### src/rtl/tlv493_i2c_responder.sv
// tlv493_i2c_responder
//   I2C target emulating a TLV493D magnetic sensor at the protocol level.
//   It serves the 10-byte read map from a snapshot taken at address match and
//   accepts the configuration write (MOD1 = byte 1, MOD2 = byte 3).
// Ports
//   clock, reset          system clock (>=16x SCL), async active-high reset
//   scl_in, sda_in        raw bus lines (asynchronous)
//   sda_oe                1 = pull SDA low
//   sample_valid, mag_*,  sample load strobe and 12-bit samples
//   temp
//   cfg_mod1, cfg_mod2    last written MOD1 / MOD2
//   cfg_strobe            pulse on STOP after a write of >=4 bytes
//   frm                   2-bit frame counter
//   busy                  high from address match to STOP / repeated START
module tlv493_i2c_responder #(
    parameter logic [6:0] I2C_ADDR = 7'h5E,
    parameter logic [7:0] FACTORY7 = 8'h00,
    parameter logic [7:0] FACTORY8 = 8'h00,
    parameter logic [7:0] FACTORY9 = 8'h00
) (
    input  logic        clock,
    input  logic        reset,
    input  logic        scl_in,
    input  logic        sda_in,
    output logic        sda_oe,
    input  logic        sample_valid,
    input  logic [11:0] mag_x,
    input  logic [11:0] mag_y,
    input  logic [11:0] mag_z,
    input  logic [11:0] temp,
    output logic [7:0]  cfg_mod1,
    output logic [7:0]  cfg_mod2,
    output logic        cfg_strobe,
    output logic [1:0]  frm,
    output logic        busy
);

    typedef enum logic [2:0] {
        IDLE, ADDR, ADDR_ACK, TX_BYTE, TX_MACK, RX_BYTE, RX_ACK, IGNORE
    } state_t;

    state_t      state_q, state_d;
    logic [1:0]  scl_sync_q, sda_sync_q;
    logic        scl_prev_q, sda_prev_q;
    logic [2:0]  bitcnt_q, bitcnt_d;
    logic [7:0]  shift_q, shift_d;
    logic        sda_oe_q, sda_oe_d;
    logic        busy_q, busy_d;
    logic        rw_q, rw_d;
    logic [3:0]  ptr_q, ptr_d;
    logic [2:0]  rxcnt_q, rxcnt_d;
    logic [7:0]  mod1_q, mod1_d, mod2_q, mod2_d;
    logic        strobe_q, strobe_d;
    logic        snap_load;

    logic [11:0] smp_x_q, smp_y_q, smp_z_q, smp_t_q;
    logic [11:0] smp_x_d, smp_y_d, smp_z_d, smp_t_d;
    logic [1:0]  frm_q, frm_d;
    logic [11:0] snap_x_q, snap_y_q, snap_z_q, snap_t_q;
    logic [1:0]  snap_frm_q;
    logic [7:0]  tx_byte;

    logic scl_s, sda_s, scl_rise, scl_fall, start_c, stop_c;

    assign scl_s    = scl_sync_q[1];
    assign sda_s    = sda_sync_q[1];
    assign scl_rise = scl_s & ~scl_prev_q;
    assign scl_fall = ~scl_s & scl_prev_q;
    assign start_c  = scl_s & scl_prev_q & sda_prev_q & ~sda_s;
    assign stop_c   = scl_s & scl_prev_q & ~sda_prev_q & sda_s;

    // Next sample values; the snapshot uses these so a strobe coinciding
    // with the address match is already visible in the read.
    assign smp_x_d = sample_valid ? mag_x : smp_x_q;
    assign smp_y_d = sample_valid ? mag_y : smp_y_q;
    assign smp_z_d = sample_valid ? mag_z : smp_z_q;
    assign smp_t_d = sample_valid ? temp  : smp_t_q;
    assign frm_d   = sample_valid ? frm_q + 2'd1 : frm_q;

    always_comb begin
        tx_byte = 8'h00;
        case (ptr_q)
            4'd0: tx_byte = snap_x_q[11:4];
            4'd1: tx_byte = snap_y_q[11:4];
            4'd2: tx_byte = snap_z_q[11:4];
            4'd3: tx_byte = {snap_t_q[11:8], snap_frm_q, 2'b00};
            4'd4: tx_byte = {snap_x_q[3:0], snap_y_q[3:0]};
            4'd5: tx_byte = {4'b0001, snap_z_q[3:0]};
            4'd6: tx_byte = snap_t_q[7:0];
            4'd7: tx_byte = FACTORY7;
            4'd8: tx_byte = FACTORY8;
            4'd9: tx_byte = FACTORY9;
            default: tx_byte = 8'h00;
        endcase
    end

    always_comb begin
        state_d   = state_q;
        bitcnt_d  = bitcnt_q;
        shift_d   = shift_q;
        sda_oe_d  = sda_oe_q;
        busy_d    = busy_q;
        rw_d      = rw_q;
        ptr_d     = ptr_q;
        rxcnt_d   = rxcnt_q;
        mod1_d    = mod1_q;
        mod2_d    = mod2_q;
        strobe_d  = 1'b0;
        snap_load = 1'b0;
        if (start_c) begin
            state_d  = ADDR;
            bitcnt_d = 3'd0;
            sda_oe_d = 1'b0;
            busy_d   = 1'b0;
        end else if (stop_c) begin
            state_d  = IDLE;
            sda_oe_d = 1'b0;
            busy_d   = 1'b0;
            strobe_d = (rxcnt_q >= 3'd4);
            rxcnt_d  = 3'd0;
        end else begin
            case (state_q)
                ADDR: if (scl_rise) begin
                    shift_d  = {shift_q[6:0], sda_s};
                    bitcnt_d = bitcnt_q + 3'd1;
                    if (bitcnt_q == 3'd7) begin
                        // First seven bits already sit in shift_q[6:0].
                        if (shift_q[6:0] == I2C_ADDR) begin
                            state_d   = ADDR_ACK;
                            busy_d    = 1'b1;
                            rw_d      = sda_s;
                            ptr_d     = 4'd0;
                            rxcnt_d   = 3'd0;
                            snap_load = 1'b1;
                        end else begin
                            state_d = IGNORE;
                        end
                    end
                end
                ADDR_ACK: begin
                    if (scl_fall) sda_oe_d = 1'b1;
                    if (scl_rise) begin
                        state_d  = rw_q ? TX_BYTE : RX_BYTE;
                        bitcnt_d = 3'd0;
                    end
                end
                TX_BYTE: begin
                    // 7-bitcnt == ~bitcnt for a 3-bit count: MSB first.
                    if (scl_fall) sda_oe_d = ~tx_byte[~bitcnt_q];
                    if (scl_rise) begin
                        bitcnt_d = bitcnt_q + 3'd1;
                        if (bitcnt_q == 3'd7) state_d = TX_MACK;
                    end
                end
                TX_MACK: begin
                    if (scl_fall) sda_oe_d = 1'b0;
                    if (scl_rise) begin
                        if (sda_s) begin
                            state_d = IGNORE;
                        end else begin
                            state_d  = TX_BYTE;
                            bitcnt_d = 3'd0;
                            ptr_d    = (ptr_q == 4'd9) ? 4'd0 : ptr_q + 4'd1;
                        end
                    end
                end
                RX_BYTE: begin
                    if (scl_fall) sda_oe_d = 1'b0;
                    if (scl_rise) begin
                        shift_d  = {shift_q[6:0], sda_s};
                        bitcnt_d = bitcnt_q + 3'd1;
                        if (bitcnt_q == 3'd7) state_d = RX_ACK;
                    end
                end
                RX_ACK: begin
                    if (scl_fall) sda_oe_d = 1'b1;
                    if (scl_rise) begin
                        state_d  = RX_BYTE;
                        bitcnt_d = 3'd0;
                        if (rxcnt_q == 3'd1) mod1_d = shift_q;
                        if (rxcnt_q == 3'd3) mod2_d = shift_q;
                        // Saturate: only ">=4 bytes" matters beyond index 3.
                        if (rxcnt_q < 3'd4) rxcnt_d = rxcnt_q + 3'd1;
                    end
                end
                default: ;
            endcase
        end
    end

    always_ff @(posedge clock or posedge reset) begin
        if (reset) begin
            scl_sync_q <= 2'b11;
            sda_sync_q <= 2'b11;
            scl_prev_q <= 1'b1;
            sda_prev_q <= 1'b1;
            state_q    <= IDLE;
            bitcnt_q   <= 3'd0;
            shift_q    <= 8'h00;
            sda_oe_q   <= 1'b0;
            busy_q     <= 1'b0;
            rw_q       <= 1'b0;
            ptr_q      <= 4'd0;
            rxcnt_q    <= 3'd0;
            mod1_q     <= 8'h00;
            mod2_q     <= 8'h00;
            strobe_q   <= 1'b0;
        end else begin
            scl_sync_q <= {scl_sync_q[0], scl_in};
            sda_sync_q <= {sda_sync_q[0], sda_in};
            scl_prev_q <= scl_s;
            sda_prev_q <= sda_s;
            state_q    <= state_d;
            bitcnt_q   <= bitcnt_d;
            shift_q    <= shift_d;
            sda_oe_q   <= sda_oe_d;
            busy_q     <= busy_d;
            rw_q       <= rw_d;
            ptr_q      <= ptr_d;
            rxcnt_q    <= rxcnt_d;
            mod1_q     <= mod1_d;
            mod2_q     <= mod2_d;
            strobe_q   <= strobe_d;
        end
    end

    always_ff @(posedge clock or posedge reset) begin
        if (reset) begin
            smp_x_q    <= '0;
            smp_y_q    <= '0;
            smp_z_q    <= '0;
            smp_t_q    <= '0;
            frm_q      <= '0;
            snap_x_q   <= '0;
            snap_y_q   <= '0;
            snap_z_q   <= '0;
            snap_t_q   <= '0;
            snap_frm_q <= '0;
        end else begin
            smp_x_q <= smp_x_d;
            smp_y_q <= smp_y_d;
            smp_z_q <= smp_z_d;
            smp_t_q <= smp_t_d;
            frm_q   <= frm_d;
            if (snap_load) begin
                snap_x_q   <= smp_x_d;
                snap_y_q   <= smp_y_d;
                snap_z_q   <= smp_z_d;
                snap_t_q   <= smp_t_d;
                snap_frm_q <= frm_d;
            end
        end
    end

    assign sda_oe     = sda_oe_q;
    assign cfg_mod1   = mod1_q;
    assign cfg_mod2   = mod2_q;
    assign cfg_strobe = strobe_q;
    assign frm        = frm_q;
    assign busy       = busy_q;

endmodule

### config.mk
export PLATFORM = sky130hd
export DESIGN_NAME = tlv493_i2c_responder
export DESIGN_NICKNAME = d
export VERILOG_FILES = /design/src/rtl/tlv493_i2c_responder.sv
export SDC_FILE = /design/constraint.sdc
export NUM_CORES = 1
export LEC_CHECK = 0
export BUFFER_PORTS_ARGS = -buffer_cell sky130_fd_sc_hd__buf_2
export CORE_MARGIN = 2
export CORE_UTILIZATION = 53
export DETAILED_ROUTE_END_ITERATION = 8
export GPL_ROUTABILITY_DRIVEN = 0
export MAX_ROUTING_LAYER = met4
export PLACE_DENSITY = 0.76
export SYNTH_ARGS = -nofsm -noshare
export SYNTH_HDL_FRONTEND = slang
export SYNTH_SLANG_ARGS = --single-unit
### constraint.sdc
create_clock -name clock -period 5.3 [get_ports clock]
set_clock_uncertainty 0.05 [all_clocks]
set_input_delay 1.06 -clock clock [delete_from_list [all_inputs] [get_ports clock]]
set_output_delay 1.06 -clock clock [all_outputs]
set_load 0.005 [all_outputs]
Word level (Yosys, flattened, before mapping):

Cells that the tools add are included.
Widths: inputs -> output; s select.

* output and inout port bits: 21
* bits in writable memories: 0
* bits of input ports: 53
* memories: 0
* bits in read-only memories: 0
* bits in latches: 0
* logic and storage cells: 179
* flip-flop bits (word level): 147

* equal/unequal tests: 44
* multipliers: 0
* reduce and logical (&&, ||, !) cells: 24
* magnitude comparators: 3
* bitwise operators: 15
* shift operators: 0
* muxes and demuxes: 64
* add/subtract/negate cells: 4
* div/mod/pow operators: 0

Operators by type and width (count)
* $mux 3: 26
* $pmux 8 s7: 1
* $mux 12: 4
* $ne 4x4->1 const B: 10
* $mux 4: 6
* $ne 3x3->1 const B: 7
* $mux 1: 20
* $pmux 3 s6: 1
* $reduce_bool 3->1: 5
* $eq 3x3->1 const B: 4
* $eq 4x3->1 const B: 3
* $ne 2x2->1 const B: 6
* $reduce_and 4->1: 3
* $reduce_and 6->1: 2
* $reduce_and 10->1: 1
* $reduce_and 5->1: 2
* $eq 3x2->1 const B: 3
* $pmux 3 s3: 1
* $eq 4x2->1 const B: 2
* $ne 4x1->1 const B: 2
* $pmux 4 s2: 1
* $reduce_and 8->1: 1
* $reduce_bool 8->1: 1
* $and 1x1->1: 7
* other kinds (24): 35

Logic depth before layout (Yosys ltp):

* depth in word-level cells: 9
* mapped depth: 8
* gate-level depth less buffers: 8

Worst setup path after synthesis:

No wires, ideal clock.

* path kind: input to register
* start: in sample_valid
* end: reg snap_y_q[9]
* slack: 2917 ps
* data required time: 5122 ps
* cell stages on the path: 4
* setup time: 128 ps
* data arrival time: 2206 ps
* buffers on the path: 2
* path through: clkbuf_1 > clkbuf_1 > mux2_2 > mux2_1

* longest elaborated chain between the ends: 1

Ends and longest elaborated chain
* from (decl): RTL line 26 `input logic sample_valid,`
* $mux 12: RTL line 75 `assign smp_y_d = sample_valid ? mag_y : smp_y_q;`
* via smp_y_d[9]: RTL line 57 `logic [11:0] smp_x_d, smp_y_d, smp_z_d, smp_t_d;`
* to (signal assigned): RTL line 247 `snap_y_q <= smp_y_d;`
* to (decl): RTL line 59 `logic [11:0] snap_x_q, snap_y_q, snap_z_q, snap_t_q;`

The timed path passes the listed nets, and every way through them passes these cells.
A chain may end at the register's enable or synchronous reset.

Worst setup path after layout:

* start: reg bitcnt_q[0]
* end: reg snap_y_q[3]

* longest elaborated chain between the ends: 6

Ends and longest elaborated chain
* from (decl): RTL line 45 `logic [2:0] bitcnt_q, bitcnt_d;`
* from (signal assigned): RTL line 214 `bitcnt_q <= bitcnt_d;`
* $eq 3x3->1: RTL line 126 `if (bitcnt_q == 3'd7) begin`
* $mux 1: RTL line 126
* $mux 1: RTL line 123 `ADDR: if (scl_rise) begin`
* $mux 1: RTL line 122 `case (state_q)`
* $mux 1: RTL line 115 `end else if (stop_c) begin`
* $mux 1: RTL line 110 `if (start_c) begin`

Every way passes these cells.

==> results.sh <==
export IMPL_antennaDiodeCount=0
export IMPL_initial_core_util_pct=54.07
export IMPL_hold_buffers=0
export IMPL_drc_errors=0
export IMPL_p_sw_uw=816.1
export IMPL_synth_top_family_by_area="multiplexers"
export IMPL_yosysWarnings=0
export IMPL_fmax_mhz=380.3
export IMPL_syn_inst=481
export IMPL_grt_pass1_vias=4275
export IMPL_powerDensity_nw_per_um2=401.1
export IMPL_fin_nets=608
export IMPL_synth_mux_area_share_pct=24.31
export IMPL_power_leakage_nw=3.547
export IMPL_h_tree_depth=4
export IMPL_wirelength_um=12840
export IMPL_clock_path_buffers=2
export IMPL_endpoint_kind="register"
export IMPL_yosys_area_share_simple_pct=6.781
export IMPL_min_path_cells=0
export IMPL_design_area_um2=7508
export IMPL_setup_viol=0
export IMPL_yosys_register_bits=147
export IMPL_antenna_found_initial=0
export IMPL_io_pins=74
export IMPL_path_max_fanout=53
export IMPL_synthesis_nets=540
export IMPL_intPower_mw=2.196
export IMPL_drive_above_1_share_pct=44.66
export IMPL_synth_xor_xnor_area_share_pct=0.4080
export IMPL_hold_viol=0
export IMPL_start_kind="register"
export IMPL_synth_edff_count=0
export IMPL_viasPerCell=5.811
export IMPL_min_period_over_period_pct=49.62
export IMPL_gr_total_overflow=0
export IMPL_firstDrtPassIters=4
export IMPL_synth_ff_type="dfrtp_1"
export IMPL_ant_nets=0
export IMPL_maxCapViolCount=0
export IMPL_yosysSeqAreaShare_pct=57.24
export IMPL_grt_usage_pct=22.15
export IMPL_die_h_um=114.2
export IMPL_avgSynthCellArea_um2=13.39
export IMPL_switching_share_pct=27.10
export IMPL_cts_buffers=17
export IMPL_core_rowCount=40
export IMPL_synthAdderAreaFrac_pct=1.166
export IMPL_hp_class="register to register"
export IMPL_drt_initial_drc_count=340
export IMPL_clkTransAtPathRegs_ns=0.06
export IMPL_outcome="complete, no violations"
export IMPL_grt_max_degree=113
export IMPL_core_area_um2=11910
export IMPL_tightestPinTransition_ns=1.129
export IMPL_p_seq_share_pct=45.1
export IMPL_syn2layout_area_growth_pct=16.59
export IMPL_post_cts_buffers=0
export IMPL_ff2ff_path_depth=6
export IMPL_placed_area_um2=6894
export IMPL_syn_area_um2=6440
export IMPL_num_vias=4120
export IMPL_slew_viol_final=0
export IMPL_die_area_um2=13050
export IMPL_dp_hpwl_um=8452
export IMPL_cp_arrival_ns=2.87
export IMPL_grt_pass1_wl_um=21610
export IMPL_tns_ns=0
export IMPL_vdd_ir_drop_max_v=0.0002528
export IMPL_synth_compound_area_share_pct=7.733
export IMPL_tritoncts="built"
export IMPL_fillers=936
export IMPL_clkLatencyLatePin_ns=0.41
export IMPL_io_buffers=73
export IMPL_cts_root_buf="clkbuf_16"
export IMPL_dp_slack_ns=2.468
export IMPL_rsz0062_at_grt="no"
export IMPL_wl_per_cell_um=18.11
export IMPL_utilization_pct=63.04
export IMPL_post_route_min_period_ns=2.630
export IMPL_setup_ws_ns=2.670
export IMPL_p_total_mw=3.012
export IMPL_slew_headroom_pct=24.71
export IMPL_synthArstFlopShare_pct=100.0
export IMPL_clock_sinks=147
export IMPL_cts_resized=0
export IMPL_p_comb_share_pct=14.5
export IMPL_worst_ep_required_time_ns=5.54
export IMPL_yosysUniqueCellTypes=57
export IMPL_die_x_um=114.2
export IMPL_clockPowerShare_pct=40.3
export IMPL_critical_path_class="register to register"
-- flip-flops by register name (all words and copies together), names as in the netlist, 2 cells and up --
signal      flops
smp_y_q        12
snap_frm_q      2
state_q         3
rxcnt_q         3
snap_y_q       12
cfg_mod1        8
ptr_q           4
snap_x_q       12
cfg_mod2        8
scl_sync_q      2
smp_z_q        12
smp_x_q        12
snap_t_q       12
sda_sync_q      2
snap_z_q       12
bitcnt_q        3
shift_q         8
smp_t_q        12
frm             2
-- cell usage in the layout (no fill, tap or decap), types with 3 or more instances in the layout --
master      Yosys  routed
o311ai_0        5       5
mux2_1          4       4
a21oi_1        12      12
a311o_1         3       3
nor2b_1         7       7
a211oi_1        3       3
o221ai_1        3       3
buf_2           8      73
nand4b_1        3       3
ha_1            6       6
clkbuf_16       0      17
nand2_1        29      29
o21ai_0        18      18
nand2b_1        4       4
dfstp_2         6       6
inv_6           0       3
mux2_2        125     125
mux2i_1         9       9
nor2_1         15      15
a22oi_1         5       5
inv_1          10       9
clkbuf_8        0       5
dfrtp_1       141     141
clkinvlp_4      0       5
-- cell type report --
type                       count  area, um^2  share of cell area, %
clock inverter                10       120.1                  1.600
sequential                   147        3686                  49.09
inverter                      10       42.54                 0.5666
timing repair buffer          75       380.4                  5.066
tap                          147       183.9                  2.450
multi-input combinational    298        2601                  34.64
clock buffer                  22       494.2                  6.582
-- critical path: stages (launching register included) --
cell      delay (ns)
dfrtp_1         0.56
ha_1            0.22
ha_1            0.19
nand3b_1        0.22
nor3_4          0.24
buf_4           0.56
mux2_2          0.41
-- routing by layer --
layer / share of wire [%] / GRT usage, %
met5: 0 / -
met4: 1.4 / 9.024
met3: 4.7 / 4.870
met2: 49 / 34.40
met1: 45 / 28.55
-- Yosys cell counts (6+ instances only) --
cell | number | area share (%)
nand2_1 | 29 | 1.7
buf_2 | 8 | 0.62
ha_1 | 6 | 1.2
nor2_1 | 15 | 0.87
dfstp_2 | 6 | 2.4
mux2i_1 | 9 | 1.4
clkbuf_1 | 16 | 0.93
o21ai_0 | 18 | 1.4
nor2b_1 | 7 | 0.68
mux2_2 | 125 | 22
a21oi_1 | 12 | 0.93
dfrtp_1 | 141 | 55
inv_1 | 10 | 0.58
-- power by group through the flow --
stage	Combinational, mW	Sequential [mW]	Clock [mW]
6_report	0.437	1.36	1.21
5_1_grt	0.490	1.38	1.29
4_1_cts	0.439	1.36	1.24
3_5_place_dp	0.435	1.38	0
3_3_place_gp	0.417	1.37	0
2_1_floorplan	0.385	1.30	0
-- kinds of logic after synthesis --
logic type / count (synthesis)
buffers and inverters: 36
xor gates and xnor gates: 3
adders and majority gates: 6
DFF: 147
muxes: 139
AOI/OAI and AO/OA: 71
and+or+nand+nor: 79
-- worst paths after layout --
| check | from | endpoint | slack, ns |
|---|---|---|---|
| worst max-delay path | bitcnt_q[0] | snap_y_q[3] | 2.67 |
| worst min-delay path | scl_sync_q[0] | scl_sync_q[1] | 0.31 |
| worst max register to register | bitcnt_q[0] | snap_y_q[3] | 2.67 |
| worst min register to register | scl_sync_q[0] | scl_sync_q[1] | 0.31 |
| max in group asynchronous | reset | snap_y_q[3] | 3.34 |
| min in group asynchronous | reset | smp_x_q[3] | 0.80 |
-- per-stage QoR --
step                      std cells  hold slack [ns]
final                           709           0.3108
after global routing            709           0.3154
after CTS                       709           0.3114
after floorplan                 481           0.2952
after global placement          677           0.2968
after detailed placement        677           0.3023
Power figures use the tool's default switching activity.
